**config.mk**
```make
export PLATFORM = sky130hd
export DESIGN_NAME = ysyx_24070016_idu
export DESIGN_NICKNAME = d
export VERILOG_FILES = /design/src/rtl/ysyx_24070016_pkg.sv /design/src/rtl/ysyx_24070016_idu_dec.sv /design/src/rtl/ysyx_24070016_idu.sv
export SDC_FILE = /design/constraint.sdc
export NUM_CORES = 1
export LEC_CHECK = 0
export BUFFER_PORTS_ARGS = -buffer_cell sky130_fd_sc_hd__buf_4
export CELL_PAD_IN_SITES_DETAIL_PLACEMENT = 1
export CELL_PAD_IN_SITES_GLOBAL_PLACEMENT = 2
export CORE_ASPECT_RATIO = 0.6
export CORE_MARGIN = 2
export CORE_UTILIZATION = 28
export DETAILED_ROUTE_END_ITERATION = 7
export PLACE_DENSITY = 0.79
export SYNTH_ARGS = -nofsm -noshare
export SYNTH_HDL_FRONTEND = slang
export SYNTH_HIERARCHICAL = 1
export SYNTH_SLANG_ARGS = --single-unit
```
**constraint.sdc**
```tcl
create_clock -name clk -period 1.6 [get_ports clk]
set_input_delay 0.32 -clock clk [delete_from_list [all_inputs] [get_ports clk]]
set_output_delay 0.32 -clock clk [all_outputs]
set_load 0.005 [all_outputs]
```
**src/rtl/ysyx_24070016_pkg.sv**
```systemverilog
// rtl/ysyx_24070016_pkg.sv - shared opcode, ALU-op and ALU-source encodings for decode and execute
// Contents:
//   OPC_*        RV32 major opcodes (inst[6:0])
//   aluop_e      4-bit ALU operation select
//   alusrc1_e    ALU operand A select (rs1 / pc)
//   alusrc2_e    ALU operand B select (rs2 / imm / constant 4)
//   dec_t        decoded instruction bundle held by the IDU output register
//   alu_op_of()  funct3 -> ALU op mapping shared by OP and OP-IMM
package ysyx_24070016_pkg;

  localparam logic [6:0] OPC_LUI    = 7'b0110111;
  localparam logic [6:0] OPC_AUIPC  = 7'b0010111;
  localparam logic [6:0] OPC_JAL    = 7'b1101111;
  localparam logic [6:0] OPC_JALR   = 7'b1100111;
  localparam logic [6:0] OPC_BRANCH = 7'b1100011;
  localparam logic [6:0] OPC_LOAD   = 7'b0000011;
  localparam logic [6:0] OPC_STORE  = 7'b0100011;
  localparam logic [6:0] OPC_OP_IMM = 7'b0010011;
  localparam logic [6:0] OPC_OP     = 7'b0110011;
  localparam logic [6:0] OPC_SYSTEM = 7'b1110011;

  localparam logic [31:0] INST_EBREAK = 32'h0010_0073;
  localparam logic [6:0]  FUNCT7_ALT  = 7'b0100000;

  typedef enum logic [3:0] {
    ALU_ADD  = 4'd0,
    ALU_SUB  = 4'd1,
    ALU_SLL  = 4'd2,
    ALU_SLT  = 4'd3,
    ALU_SLTU = 4'd4,
    ALU_XOR  = 4'd5,
    ALU_SRL  = 4'd6,
    ALU_SRA  = 4'd7,
    ALU_OR   = 4'd8,
    ALU_AND  = 4'd9,
    ALU_PASS = 4'd10
  } aluop_e;

  typedef enum logic {
    SRC1_RS1 = 1'b0,
    SRC1_PC  = 1'b1
  } alusrc1_e;

  typedef enum logic [1:0] {
    SRC2_RS2  = 2'b00,
    SRC2_IMM  = 2'b01,
    SRC2_FOUR = 2'b10
  } alusrc2_e;

  typedef struct packed {
    logic [31:0] imm;
    logic [4:0]  rs1;
    logic [4:0]  rs2;
    logic [4:0]  rd;
    alusrc1_e    alusrc1;
    alusrc2_e    alusrc2;
    aluop_e      aluop;
    logic        reg_wen;
    logic        mem_ren;
    logic        mem_wen;
    logic        is_branch;
    logic        is_jal;
    logic        is_jalr;
    logic        ebreak;
    logic        illegal;
    logic [2:0]  funct3;
  } dec_t;

  // alt selects SUB/SRA on the two funct3 values that have an alternate form.
  function automatic aluop_e alu_op_of(input logic [2:0] f3, input logic alt);
    case (f3)
      3'b000:  return alt ? ALU_SUB : ALU_ADD;
      3'b001:  return ALU_SLL;
      3'b010:  return ALU_SLT;
      3'b011:  return ALU_SLTU;
      3'b100:  return ALU_XOR;
      3'b101:  return alt ? ALU_SRA : ALU_SRL;
      3'b110:  return ALU_OR;
      default: return ALU_AND;
    endcase
  endfunction

endpackage

```
**src/rtl/ysyx_24070016_idu_dec.sv**
```systemverilog
// rtl/ysyx_24070016_idu_dec.sv - purely combinational RV32I/E instruction decoder
// Ports:
//   inst  in  32  raw instruction word
//   dec   out     decoded bundle (dec_t); enables already masked by illegal/rd==0
// Parameter RVE: 1 flags any used register index >= 16 as illegal.
module ysyx_24070016_idu_dec
  import ysyx_24070016_pkg::*;
#(
  parameter bit RVE = 1'b1
) (
  input  logic [31:0] inst,
  output dec_t        dec
);

  logic [6:0]  opcode;
  logic [6:0]  funct7;
  logic [2:0]  funct3;
  logic [4:0]  rs1;
  logic [4:0]  rs2;
  logic [4:0]  rd;
  logic [31:0] imm_i;
  logic [31:0] imm_s;
  logic [31:0] imm_b;
  logic [31:0] imm_u;
  logic [31:0] imm_j;
  logic        use_rs1;
  logic        use_rs2;
  logic        use_rd;
  logic        wen;
  logic        bad;
  logic        rve_bad;

  assign opcode = inst[6:0];
  assign rd     = inst[11:7];
  assign funct3 = inst[14:12];
  assign rs1    = inst[19:15];
  assign rs2    = inst[24:20];
  assign funct7 = inst[31:25];

  assign imm_i = {{20{inst[31]}}, inst[31:20]};
  assign imm_s = {{20{inst[31]}}, inst[31:25], inst[11:7]};
  assign imm_b = {{19{inst[31]}}, inst[31], inst[7], inst[30:25], inst[11:8], 1'b0};
  assign imm_u = {inst[31:12], 12'b0};
  assign imm_j = {{11{inst[31]}}, inst[31], inst[19:12], inst[20], inst[30:21], 1'b0};

  always_comb begin
    dec     = '0;
    use_rs1 = 1'b0;
    use_rs2 = 1'b0;
    use_rd  = 1'b0;
    wen     = 1'b0;
    bad     = 1'b0;
    rve_bad = 1'b0;

    dec.funct3 = funct3;

    case (opcode)
      OPC_LUI: begin
        use_rd      = 1'b1;
        wen         = 1'b1;
        dec.imm     = imm_u;
        dec.alusrc2 = SRC2_IMM;
        dec.aluop   = ALU_PASS;
      end
      OPC_AUIPC: begin
        use_rd      = 1'b1;
        wen         = 1'b1;
        dec.imm     = imm_u;
        dec.alusrc1 = SRC1_PC;
        dec.alusrc2 = SRC2_IMM;
        dec.aluop   = ALU_ADD;
      end
      // Jumps: the ALU produces the link value pc+4; the target uses imm.
      OPC_JAL: begin
        use_rd      = 1'b1;
        wen         = 1'b1;
        dec.imm     = imm_j;
        dec.alusrc1 = SRC1_PC;
        dec.alusrc2 = SRC2_FOUR;
        dec.aluop   = ALU_ADD;
        dec.is_jal  = 1'b1;
      end
      OPC_JALR: begin
        use_rs1     = 1'b1;
        use_rd      = 1'b1;
        wen         = 1'b1;
        dec.imm     = imm_i;
        dec.alusrc1 = SRC1_PC;
        dec.alusrc2 = SRC2_FOUR;
        dec.aluop   = ALU_ADD;
        dec.is_jalr = 1'b1;
      end
      OPC_BRANCH: begin
        use_rs1       = 1'b1;
        use_rs2       = 1'b1;
        dec.imm       = imm_b;
        dec.is_branch = 1'b1;
        case (funct3[2:1])
          2'b10:   dec.aluop = ALU_SLT;
          2'b11:   dec.aluop = ALU_SLTU;
          default: dec.aluop = ALU_SUB;
        endcase
      end
      OPC_LOAD: begin
        use_rs1     = 1'b1;
        use_rd      = 1'b1;
        wen         = 1'b1;
        dec.imm     = imm_i;
        dec.alusrc2 = SRC2_IMM;
        dec.mem_ren = 1'b1;
      end
      OPC_STORE: begin
        use_rs1     = 1'b1;
        use_rs2     = 1'b1;
        dec.imm     = imm_s;
        dec.alusrc2 = SRC2_IMM;
        dec.mem_wen = 1'b1;
      end
      OPC_OP_IMM: begin
        use_rs1     = 1'b1;
        use_rd      = 1'b1;
        wen         = 1'b1;
        dec.imm     = imm_i;
        dec.alusrc2 = SRC2_IMM;
        // Only the shift forms carry a funct7 field; ADDI etc. use all 12 bits as imm.
        dec.aluop   = alu_op_of(funct3, (funct3 == 3'b101) && funct7[5]);
        if (funct3 == 3'b001)
          bad = (funct7 != 7'b0);
        else if (funct3 == 3'b101)
          bad = (funct7 != 7'b0) && (funct7 != FUNCT7_ALT);
      end
      OPC_OP: begin
        use_rs1   = 1'b1;
        use_rs2   = 1'b1;
        use_rd    = 1'b1;
        wen       = 1'b1;
        dec.aluop = alu_op_of(funct3, funct7[5]);
        if (funct7 == FUNCT7_ALT)
          bad = (funct3 != 3'b000) && (funct3 != 3'b101);
        else
          bad = (funct7 != 7'b0);
      end
      OPC_SYSTEM: begin
        if (inst == INST_EBREAK)
          dec.ebreak = 1'b1;
        else
          bad = 1'b1;
      end
      default: bad = 1'b1;
    endcase

    // Only fields the format actually uses are checked, so LUI/JAL immediate
    // bits that overlap rs1/rs2 never trip the RVE range check.
    rve_bad = RVE && ((use_rs1 && rs1[4]) || (use_rs2 && rs2[4]) || (use_rd && rd[4]));

    dec.rs1     = use_rs1 ? rs1 : 5'd0;
    dec.rs2     = use_rs2 ? rs2 : 5'd0;
    dec.rd      = use_rd  ? rd  : 5'd0;
    dec.illegal = bad || rve_bad;
    dec.reg_wen = wen && (dec.rd != 5'd0) && !dec.illegal;
    dec.mem_ren = dec.mem_ren && !dec.illegal;
    dec.mem_wen = dec.mem_wen && !dec.illegal;
  end

endmodule

```
**src/rtl/ysyx_24070016_idu.sv**
```systemverilog
// rtl/ysyx_24070016_idu.sv - instruction decode unit: one-entry handshake register around the decoder
// Ports:
//   clk, rst_n                          clock, async active-low reset
//   in_valid/in_ready/in_inst/in_pc     fetch-side handshake
//   flush                               drop held entry and any same-cycle capture
//   out_valid/out_ready                 execute-side handshake
//   out_pc/out_imm/out_rs1/out_rs2/out_rd, sel_alusrc1/2, sel_aluop,
//   reg_wen/mem_ren/mem_wen/is_branch/is_jal/is_jalr/ebreak/illegal/funct3
//                                       registered decode results
module ysyx_24070016_idu
  import ysyx_24070016_pkg::*;
#(
  parameter bit RVE = 1'b1
) (
  input  logic        clk,
  input  logic        rst_n,
  input  logic        in_valid,
  output logic        in_ready,
  input  logic [31:0] in_inst,
  input  logic [31:0] in_pc,
  input  logic        flush,
  output logic        out_valid,
  input  logic        out_ready,
  output logic [31:0] out_pc,
  output logic [31:0] out_imm,
  output logic [4:0]  out_rs1,
  output logic [4:0]  out_rs2,
  output logic [4:0]  out_rd,
  output logic        sel_alusrc1,
  output logic [1:0]  sel_alusrc2,
  output logic [3:0]  sel_aluop,
  output logic        reg_wen,
  output logic        mem_ren,
  output logic        mem_wen,
  output logic        is_branch,
  output logic        is_jal,
  output logic        is_jalr,
  output logic        ebreak,
  output logic        illegal,
  output logic [2:0]  funct3
);

  dec_t        dec_w;
  dec_t        ent_d;
  dec_t        ent_q;
  logic [31:0] pc_d;
  logic [31:0] pc_q;
  logic        valid_d;
  logic        valid_q;
  logic        fire;

  ysyx_24070016_idu_dec #(.RVE(RVE)) u_dec (
    .inst (in_inst),
    .dec  (dec_w)
  );

  assign in_ready = !valid_q || out_ready;
  assign fire     = in_valid && in_ready;

  always_comb begin
    valid_d = valid_q;
    ent_d   = ent_q;
    pc_d    = pc_q;
    if (flush) begin
      valid_d = 1'b0;
    end else if (fire) begin
      valid_d = 1'b1;
      ent_d   = dec_w;
      pc_d    = in_pc;
    end else if (out_ready) begin
      valid_d = 1'b0;
    end
  end

  always_ff @(posedge clk or negedge rst_n) begin
    if (!rst_n) begin
      valid_q <= 1'b0;
      ent_q   <= '0;
      pc_q    <= '0;
    end else begin
      valid_q <= valid_d;
      ent_q   <= ent_d;
      pc_q    <= pc_d;
    end
  end

  assign out_valid   = valid_q;
  assign out_pc      = pc_q;
  assign out_imm     = ent_q.imm;
  assign out_rs1     = ent_q.rs1;
  assign out_rs2     = ent_q.rs2;
  assign out_rd      = ent_q.rd;
  assign sel_alusrc1 = ent_q.alusrc1;
  assign sel_alusrc2 = ent_q.alusrc2;
  assign sel_aluop   = ent_q.aluop;
  assign reg_wen     = ent_q.reg_wen;
  assign mem_ren     = ent_q.mem_ren;
  assign mem_wen     = ent_q.mem_wen;
  assign is_branch   = ent_q.is_branch;
  assign is_jal      = ent_q.is_jal;
  assign is_jalr     = ent_q.is_jalr;
  assign ebreak      = ent_q.ebreak;
  assign illegal     = ent_q.illegal;
  assign funct3      = ent_q.funct3;

endmodule

```
**Word-level counts from Yosys, hierarchy flattened**

Index checks and enable logic that the tools add are counted.

- Reduce and logical (&&, ||, !) cells: 32
- Equal/unequal tests: 22
- Bitwise operators: 1
- Multiplexer cells: 32

Operators with widths:

| kind | number |
|---|---|
| 32-bit one-hot mux with 5 select lines | 1 |
| 4-bit one-hot mux with 7 select lines | 2 |
| 32-bit by 21-bit equality test with 1-bit output, second input constant | 1 |
| 7-bit by 6-bit equality test with 1-bit output, second input constant | 4 |
| 7-bit equality test, second input constant | 4 |
| 1-bit 2-to-1 mux | 22 |
| 4-bit one-hot mux with 4 select lines | 1 |
| 5-bit 2-to-1 mux | 3 |
| 7-bit by 5-bit equality test with 1-bit output, second input constant | 2 |
| 7-bit OR reduction | 2 |
| 1-bit logical AND | 11 |
| 3-bit equality test, second input constant | 3 |
| 3-bit OR reduction | 3 |
| 7-bit by 2-bit equality test with 1-bit output, second input constant | 1 |
| 7-bit by 6-bit != test with 1-bit output, second input constant | 1 |
| 7-bit nonzero test | 1 |
| 3-bit by 2-bit equality test with 1-bit output, second input constant | 2 |
| 3-bit one-hot mux with 2 select lines | 1 |
| 3-bit nonzero test | 2 |
| 6-bit OR reduction | 1 |
| 5-bit nonzero test | 1 |
| 5-bit OR reduction | 1 |
| 2-bit equality test, second input constant | 2 |
| 1-bit logical OR | 4 |
| 9 further kinds | 11 |

- Word-level logic and storage cells: 105
- Bits of input ports: 69
- Output and inout port bits: 99
- Register bits: 98

**Logic depth before layout (Yosys ltp)**

- Depth in word-level cells: 9
- Depth in mapped cells: 8

**Modules after synthesis**

Netlist, hierarchy kept.

By module, submodules not included:

| module | seq. area each (µm²) | cells an instance | area each (µm²) | instances |
|---|---|---|---|---|
| ysyx_24070016_idu | 2,452.4 | 210 | 3,654.8 | 1 |
| ysyx_24070016_idu_dec | 0.0 | 157 | 970.9 | 1 |

**Worst setup path before layout**

No wires, ideal clock.

- Kind: input to register
- Start: input in_inst[2]
- End: register ent_q (netlist bit reg_wen)
- Slack: -426 ps
- Stages on the path: 6
- Arrival: 1,902 ps
- Required time: 1,475 ps
- Path through: buf_6 -> or2_4 -> or3_1 -> or4_4 -> and4_1 -> mux2_2

RTL lines:

| item | line | text |
|---|---|---|
| start: declaration | ysyx_24070016_idu.sv:19 | `input logic [31:0] in_inst,` |
| end signal: assignment | ysyx_24070016_idu.sv:82 | `ent_q <= ent_d;` |
| end: declaration | ysyx_24070016_idu.sv:45 | `dec_t ent_q;` |

==> run_results.csv <==
group,metric,value,unit
power_and_ir_drop,power_leakage,3.95,nW
drt,drtAntennaViolNets,0,
drt,drcViolationCount,0,
status,violations,"setup timing",
floorplanning,row_count,36,
worst_setup_path,worstPathCellList,"buf_6 -> or2_4 -> or3_4 -> or4_4 -> and4_1 -> mux2_4",
yosys,synth_area_leaders,"dfrtp_1, mux2_2, mux2_1, a21o_1, and2_1",
cells_and_area,final_core_util,46.8,%
cells_and_area,n_fill_cell,1720,
timing,drv_slew,0,
floorplanning,die_h,104,um
cells_and_area,drive_above_1_share,62.3,%
clock_network,cts_tree,"done",
clock_network,cts.sinks,98,
timing,rsz0062_at_grt,"yes",
worst_setup_path,start_kind,"primary input",
global_routing,grt_pass1_wl,25600,um
yosys,yosys_warnings,6,
power_and_ir_drop,p_per_area,833,nW/um2
yosys,ys_ff_latch,98,
timing,max_slew.worst_pin.slew,381,ps
worst_setup_path,r2r_slack,-50,ps
worst_setup_path,critPathRequiredTime,1830,ps
worst_setup_path,slowest_delay,490,ps
global_routing,grt_pass1_vias,4287,
worst_setup_path,crit_arrival,1910,ps
yosys,syn-num-nets,436,
drt,via_count,3944,
cells_and_area,instances_no_fill,827,
yosys,synth.cell_area,4630,um2
yosys,ys_seq_area_share,53.0,%
cells_and_area,syn_to_final_growth,64.0,%
cells_and_area,post-route-cell-area,7590,um2
cells_and_area,nets,682,
placement,gp_congestion,0.860,
flow_run,cap_viol_max_count,0,
yosys,synthCells,367,
clock_network,ctsHtreeMaxLevel,3,
clock_network,clockRootBuffer,"clkbuf_16",
clock_network,cts_max_path_buffers,2,
floorplanning,initial_core_util,28.5,%
worst_setup_path,end_kind,"register",
clock_network,numCtsBuffers,9,
yosys,ys.flop_type,"dfrtp_1",
hold_path,hp-class,"primary input to register",
clock_network,clk_pin_slew,70,ps
yosys,avgSynthCellArea,12.6,um2
cells_and_area,n_antenna_cell,0,
timing,post-route-min-period,1670,ps
global_routing,grt_start_max_net_pins,40,
power_and_ir_drop,ir_drop,576,uV
drt,drt-initial-drc-count,219,
floorplanning,core-area,16200,um2
worst_setup_path,path_max_fanout,2,
timing,setup_viol,26,
cells_and_area,final_cell_mix,"buf_4, dfrtp_1, mux2_4, mux2_2",
yosys,netlist.area_leader.share,53.0,%
floorplanning,io_pins,168,
yosys,synthDistinctLibCells,51,
timing,skew,7.78,ps
timing,setup_ws,-72.4,ps
placement,hpwl,12300,um
worst_setup_path,slowest_stage,"or4_4",
global_routing,globalRouteTotalUtil,19.2,%
status,status,"finished with violations",
floorplanning,die_w,170,um
timing,maxSlewHeadroom,74.3,%
clock_network,worstSkewPairLatency,350,ps
drt,wire_per_inst,20.7,um
placement,dp.cells,797,
global_routing,overflow,0,
placement,placed_area,6720,um2
yosys,synth_edf_count,0,
floorplanning,dieArea,17600,um2
timing,fmax,0.598,GHz
placement,io_buffers,167,
drt,drtPass1Iterations,4,
yosys,synth-async-reset-ratio,100,%
timing,min_period_over_period,105,%
worst_setup_path,critical_path_class,"primary input to register",
drt,post_drt_via_cell_ratio,4.77,
timing,finalHoldViolCount,0,
yosys,yosysTopAreaCell,"dfrtp_1",
drt,routed_wl,17100,um
global_routing,antenna_found_initial,0,
cells_and_area,final_common_cell,"buf_4",
## Yosys cell counts (2+ instances only)
cell      number
dfrtp_1       98
mux2_2        67
mux2_1        30
and2_1        21
a21o_1        20
nor2_1        16
nand2_1       11
buf_2          8
clkbuf_1       8
inv_1          8
a21oi_1        7
nor4_1         6
o21ai_0        6
a22o_1         4
buf_4          4
buf_6          4
nand3_1        4
or3_1          4
nand2b_1       3
nor3_1         3
nand4_1        2
nor4b_1        2
o211ai_1       2
o21a_1         2
## sequential cells by signal, indices dropped and copies added (netlist names)
| register | count |
|---|---|
| is_jal | 1 |
| out_imm | 32 |
| reg_wen | 1 |
| illegal | 1 |
| sel_aluop | 4 |
| mem_wen | 1 |
| out_rs1 | 5 |
| mem_ren | 1 |
| out_rd | 5 |
| funct3 | 3 |
| out_pc | 32 |
| sel_alusrc2 | 2 |
| out_rs2 | 5 |
| is_jalr | 1 |
| ebreak | 1 |
| is_branch | 1 |
| sel_alusrc1 | 1 |
| out_valid | 1 |
## cells by family after synthesis
family | share of synthesized area (%)
simple gates | 10.9
buf+inv | 3.79
compound gates | 8.28
flops | 53.0
mux | 23.8
xor+xnor | 0.189
## metrics by stage
stage | hold slack (ps) | setup WS [ps] | total power, mW | TNS, ps
2_1_floorplan | 24.4 | -424 | 3.22 | -1100
3_3_place_gp | 241 | -576 | 3.96 | -11490
3_5_place_dp | 248 | -602 | 4.01 | -12410
4_1_cts | 147 | -117 | 6.32 | -716
5_1_grt | 145 | -94.0 | 6.62 | -2560
6_report | 154 | -72.4 | 6.32 | -584
## metal layers
metal / up-vias / global-route usage, % / share of wire (%)
met4: 0 / 3.36 / 0.61
met2: 122 / 27.4 / 43
li1: 1814 / - / -
met1: 2000 / 28.7 / 49
met3: 8 / 5.96 / 7.2
met5: - / 0 / 0
## critical path, delay by kind of cell
| family | cells | cell delay, ps |
|---|---|---|
| mux | 1 | 250 |
| simple gates | 4 | 1250 |
| buf+inv | 1 | 90 |
## report_power, final
part	total [mW]	switching [mW]	internal, mW
Sequential	2.80	0.121	2.68
Clock	2.15	1.07	1.09
Combinational	1.37	0.523	0.846
## worst paths after layout
path | depth (start not counted) | startpoint | endpoint
max reg2reg | 6 | out_valid | out_rs2[2]
max | 6 | in_inst[2] | reg_wen
min in group asynchronous | 2 | rst_n | sel_alusrc2[0]
min reg2reg | 1 | out_imm[4] | out_imm[4]
min | 2 | flush | out_valid
max in group asynchronous | 3 | rst_n | out_rs2[0]
## area by class of cell
cell class                      instances  area, um2  share of cell area [%]
Clock buffer                            9        225                    2.97
Tap cell                              209        262                    3.45
Inverter                                8       30.0                   0.396
Clock inverter                          7       66.3                   0.874
Timing Repair Buffer                  259       2230                    29.4
Sequential cell                        98       2450                    32.3
Multi-Input combinational cell        237       2320                    30.6
## timing repair
action,in CTS,in global routing
hold buffers,1,0
gates cloned,5,3
endpoints found under the hold margin,20,0
pin swaps,5,3
setup buffers,8,1
setup endpoints to repair,42,96
resized for setup,45,36
Power figures use the tool's default switching activity.
